==> config.mk <==
export PLATFORM = sky130hd
export DESIGN_NAME = board_buffer_flat
export DESIGN_NICKNAME = d
export VERILOG_FILES = /design/src/rtl/board_buffer_if.sv /design/src/rtl/board_buffer.sv /design/src/flat_wrapper.sv
export SDC_FILE = /design/constraint.sdc
export NUM_CORES = 1
export LEC_CHECK = 0
export CORE_ASPECT_RATIO = 2
export CORE_UTILIZATION = 55
export CTS_BUF_LIST = sky130_fd_sc_hd__clkbuf_16
export DETAILED_ROUTE_END_ITERATION = 8
export PLACE_DENSITY = 0.77
export SETUP_SLACK_MARGIN = 0.15
export SYNTH_ARGS = -nofsm -noshare
export SYNTH_HDL_FRONTEND = slang
export SYNTH_SLANG_ARGS = --single-unit
==> constraint.sdc <==
create_clock -name clk -period 2.4 [get_ports clk]
set_clock_uncertainty 0.05 [all_clocks]
set_input_delay 0.48 -clock clk [delete_from_list [all_inputs] [get_ports clk]]
set_output_delay 0.48 -clock clk [all_outputs]
set_load 0.02 [all_outputs]
==> src/rtl/board_buffer_if.sv <==
// board_buffer_if: display read port and engine write/commit port of the Life board buffer
interface board_buffer_if #(
    parameter int COUNT_W = 16
);
    logic [1:0]         array_pos;
    logic [15:0]        alive;
    logic [15:0]        alive_prev;
    logic               wr_valid;
    logic               wr_ready;
    logic [1:0]         wr_bank;
    logic [15:0]        wr_data;
    logic               gen_done;
    logic               frame_end;
    logic               pending;
    logic [COUNT_W-1:0] gen_count;

    modport master (
        output array_pos, wr_valid, wr_bank, wr_data, gen_done, frame_end,
        input  alive, alive_prev, wr_ready, pending, gen_count
    );

    modport slave (
        input  array_pos, wr_valid, wr_bank, wr_data, gen_done, frame_end,
        output alive, alive_prev, wr_ready, pending, gen_count
    );
endinterface

==> src/rtl/board_buffer.sv <==
// board_buffer: triple-buffered 8x8 Life generation store with tear-free swap at frame end
module board_buffer #(
    parameter logic [63:0] SEED    = 64'h0,
    parameter int          COUNT_W = 16
) (
    input logic          clk,
    input logic          reset,
    board_buffer_if.slave bus
);
    typedef enum logic [1:0] {LOAD, HOLD, SWAP} state_t;

    state_t             state;
    logic [63:0]        cur;
    logic [63:0]        prev;
    logic [63:0]        pend;
    logic [COUNT_W-1:0] cnt;
    logic               wr_ready_q;
    logic               pending_q;

    assign bus.alive      = cur[{bus.array_pos, 4'h0} +: 16];
    assign bus.alive_prev = prev[{bus.array_pos, 4'h0} +: 16];
    assign bus.wr_ready   = wr_ready_q;
    assign bus.pending    = pending_q;
    assign bus.gen_count  = cnt;

    // Load pending banks, hold the commit until frame end, then rotate pend->cur->prev
    always_ff @(posedge clk) begin
        if (reset) begin
            state      <= LOAD;
            cur        <= SEED;
            pend       <= SEED;
            prev       <= '0;
            cnt        <= '0;
            wr_ready_q <= 1'b1;
            pending_q  <= 1'b0;
        end else begin
            case (state)
                LOAD: begin
                    if (bus.wr_valid && wr_ready_q)
                        pend[{bus.wr_bank, 4'h0} +: 16] <= bus.wr_data;
                    if (bus.gen_done) begin
                        state      <= HOLD;
                        wr_ready_q <= 1'b0;
                        pending_q  <= 1'b1;
                    end
                end
                HOLD: begin
                    if (bus.frame_end)
                        state <= SWAP;
                end
                SWAP: begin
                    prev       <= cur;
                    cur        <= pend;
                    cnt        <= cnt + 1'b1;
                    state      <= LOAD;
                    wr_ready_q <= 1'b1;
                    pending_q  <= 1'b0;
                end
                default: begin
                    state      <= LOAD;
                    wr_ready_q <= 1'b1;
                    pending_q  <= 1'b0;
                end
            endcase
        end
    end
endmodule
==> src/flat_wrapper.sv <==
// flat-port wrapper written by rule: the top's interface ports become plain ports
module board_buffer_flat 
#(
    parameter logic [63:0] SEED    = 64'h0,
    parameter int          COUNT_W = 16
)
  (clk, reset, bus_array_pos, bus_wr_valid, bus_wr_bank, bus_wr_data, bus_gen_done, bus_frame_end, bus_alive, bus_alive_prev, bus_wr_ready, bus_pending, bus_gen_count);
  board_buffer_if #(.COUNT_W(COUNT_W)) bus_i ();
  input logic clk;
  input logic reset;
  input wire logic [$bits(bus_i.array_pos)-1:0] bus_array_pos;
  input wire logic [$bits(bus_i.wr_valid)-1:0] bus_wr_valid;
  input wire logic [$bits(bus_i.wr_bank)-1:0] bus_wr_bank;
  input wire logic [$bits(bus_i.wr_data)-1:0] bus_wr_data;
  input wire logic [$bits(bus_i.gen_done)-1:0] bus_gen_done;
  input wire logic [$bits(bus_i.frame_end)-1:0] bus_frame_end;
  output wire logic [$bits(bus_i.alive)-1:0] bus_alive;
  output wire logic [$bits(bus_i.alive_prev)-1:0] bus_alive_prev;
  output wire logic [$bits(bus_i.wr_ready)-1:0] bus_wr_ready;
  output wire logic [$bits(bus_i.pending)-1:0] bus_pending;
  output wire logic [$bits(bus_i.gen_count)-1:0] bus_gen_count;
  assign bus_i.array_pos = bus_array_pos;
  assign bus_i.wr_valid = bus_wr_valid;
  assign bus_i.wr_bank = bus_wr_bank;
  assign bus_i.wr_data = bus_wr_data;
  assign bus_i.gen_done = bus_gen_done;
  assign bus_i.frame_end = bus_frame_end;
  assign bus_alive = bus_i.alive;
  assign bus_alive_prev = bus_i.alive_prev;
  assign bus_wr_ready = bus_i.wr_ready;
  assign bus_pending = bus_i.pending;
  assign bus_gen_count = bus_i.gen_count;
  board_buffer #(.SEED(SEED), .COUNT_W(COUNT_W)) u_core (.clk(clk), .reset(reset), .bus(bus_i));
endmodule
==> metrics.md <==
| Metric | Value |
|---|---|
| Worst-path clk slew | 60 ps |
| Detail Route Antenna Nets | 0 |
| Clock Power Share | 0.416 |
| Io pins | 75 |
| TritonCTS clock tree | done |
| Synth Warn # | 0 |
| WS Path Type | input port to primary output |
| Post-CTS Repair Setup Buffers | 0 |
| Hold Path Origin | u_core.pend[29]$_SDFFE_PP0P_ |
| Via count | 7019 |
| Worst-margin pin slew | about 660 ps |
| Synth unique cells | 36 |
| FF+latch count, synth | 212 |
| First-pass DRT Iterations | 5 |
| Reg-to-Reg Start | u_core.state[1]$_SDFFE_PP0P_ |
| Unrepaired setup endpoints after global routing | yes |
| Crit path DAT | 1690 ps |
| Syn nets | 1028 |
| Psw | 1.50 mW |
| Skew-Pair Late Insertion Delay | 480 ps |
| R2R Path End | u_core.bus.gen_count[11]$_SDFFE_PP0N_ |
| Yosys top cell by area | dfxtp_1 |
| Leak | 3.37 nW |
| Status | finished, final reports clean |
| Grt total ovfl | 0 |
| Final min period | 2220 ps |
| Final setup vio count | 0 |
| Largest net degree at the start of global routing | 90 |
| CTS max path bufs | 3 |
| Mapped Avg Cell Area | 8.46 sq um |
| Nets | 1076 |
| Hold_ws | 402 ps |
| Worst reg-to-reg setup slack | around 630 ps |
| Synth cell count leaders | nand2_1 (333), dfxtp_1 (212), a21oi_1 (196) |
| Share of flip-flops with an asynchronous set or reset | 0 |
| Share of cells above drive strength 1 | 0.0994 |
| Switching portion of total power | 0.223 |
| Initial antenna violation count | 0 |
| Post-Syn Area | 8440 sq um |
| Gp weighted congestion | between 0.8 and 0.9 |
| Total wire length | 19900 microns |
| First-pass GRT wire length | 32600 microns |
| Clk sinks | ~210 |
| CP Max Fanout | 6 |
| Vias in the first global route | roughly 6500 |
| Power, Total | 6.71 mW |
| Fin area | about 10000 sq um |
| Hold Path Class | flop to flop |
| WL per Instance | 15.9 microns |
| Final hold violation count | 0 |
| Final Cycle Share | 0.925 |
| Area after DPL | approximately 9400 sq um |
| # port buffers | 74 |
| Via/cell ratio | 5.61 |
| Hold depth | 2 |
| DIE HEIGHT | about 180 microns |
| Core Box Area | 14900 sq um |
| Setup TNS | 0 ps |
| Startpoint Class | input port |
| # diodes | 0 |
| Post-DP HPWL | between 10000 and 15000 microns |
| H-tree depth | 1 |
| Place WS | -233 ps |
| Final core utilization | 0.673 |
| Crit. End Element | primary output |
| Combinational share of power | 0.056 |
| Placed instance count | around 1200 |
| PnR worst setup slack | about 180 ps |
| Dominant cell by count in the synthesized netlist | nand2_1 |
| CTS buffer count | 19 |
| Post-synth EDFFs | 0 |
| Max_cap viols | 0 |
| Total track usage | 0.259 |
| Non-Filler Instances | 1251 |
| Sequential area share after synthesis | 0.503 |
| Top_reg_cell synth | dfxtp_1 |
| Flop pwr share | 0.528 |
| Setup crit start | bus_array_pos[0] |
| Initial DRC Count | between 400 and 500 |
| Hold Buf Count CTS | 0 |
| Pint | about 5.2 mW |
| Reg2Reg Depth | 4 |
| Peak VDD IR | 0.000522 V |
| Largest cells by area after synthesis | dfxtp_1 (50%), nand2_1 (15%), a21oi_1 (12%) |
| Starting Density | 0.566 |
| P&R area growth vs syn | 18.8% |
| Worst Hold End | u_core.pend[29]$_SDFFE_PP0P_ |
| DRC | 0 |
| Die W | between 80 and 90 microns |
| Synth top area share | 0.503 |
| Critical Path RT | 1870 ps |
| Slew HR | 0.560 |
| Post-Synthesis Cells | ~1000 |
| Full die area | 15900 sq um |
| PD cells | approximately 670 nW/um^2 |
| Root buffer cell | clkbuf_16 |
| Max Fclk | about 450 MHz |
| Rows | 63 |
| Fin. max-slew vios | 0 |
## power by group through the flow
stage | clock network (mW) | registers, mW | logic, mW
2_1_floorplan | 0 | 3.62 | 0.206
3_3_place_gp | 0 | 3.62 | 0.356
3_5_place_dp | 0 | 3.62 | 0.360
4_1_cts | 2.83 | 3.54 | 0.367
5_1_grt | 2.97 | 3.54 | 0.409
6_report | 2.79 | 3.54 | 0.378
## final cells by class
cell class / instances / area (sq um)
clock buffers: 19 / 475
inverters: 6 / 22.5
flip-flops and latches: 212 / 4240
well taps: 195 / 244
fillers: 1211 / 4880
clock inverters: 13 / 82.6
repair buffers: 107 / 1100
multi-input cells: 699 / 3850
## routing by layer
metal | up-vias | wire length [microns] | global-route usage | part of all wire
met5 | - | 0 | 0 | 0
met4 | 0 | 587 | 0.0972 | 0.030
met3 | 25 | 893 | 0.0308 | 0.045
met2 | 199 | 10100 | 0.430 | 0.51
met1 | 3317 | 8290 | 0.341 | 0.42
li1 | 3478 | - | - | -
## cell usage in the layout, fill, tap and decap left out, types with 3 or more instances in the layout
master	instances
a21oi_1	196
and2_1	3
buf_12	8
buf_4	22
clkbuf_16	21
clkbuf_2	5
clkdlybuf4s15_1	17
clkdlybuf4s50_1	39
dfxtp_1	212
dlygate4sd2_1	11
ha_1	6
inv_1	13
mux4_2	32
nand2_1	332
nand3_1	53
nand4_1	19
nor2_1	14
nor2b_1	4
nor3_1	4
xnor2_1	4
xor2_1	6
## cells by family after synthesis
logic type / count (synthesis) / synth area share
flip-flops: 212 / 0.503
AO/OA/AOI/OAI: 202 / 0.122
multiplexers: 34 / 0.0881
buffers and inverters: 86 / 0.0423
XOR/XNOR: 10 / 0.0104
adder cells (fa/ha/maj): 6 / 0.00890
AND/OR/NAND/NOR: 447 / 0.225
## worst max-delay path, stage by stage
cell and delay, ps:
clkbuf_4 200, clkbuf_16 190, mux4_2 490, dlygate4sd2_1 330
## registers in the layout (all words and copies together) (netlist names)
register              cells
u_core.cur               64
u_core.bus.wr_ready       1
u_core.prev              64
u_core.bus.pending        1
u_core.pend              64
u_core.state              2
u_core.bus.gen_count     16
## worst max path at each step
stage	cells past startpoint	slack, ps	end
after detailed placement	4	-230	bus_alive_prev[4]
after global placement	4	-210	bus_alive[12]
after global routing	4	140	bus_alive[9]
after floorplan	3	270	bus_alive[0]
after CTS	4	170	bus_alive[9]
final	4	180	bus_alive[6]
## what timing repair did
action                     in CTS  in global routing
resized for setup              35                 27
gates cloned                    1                  2
setup endpoints to repair      32                 20
No activity file was read; power rests on OpenSTA's default activity.
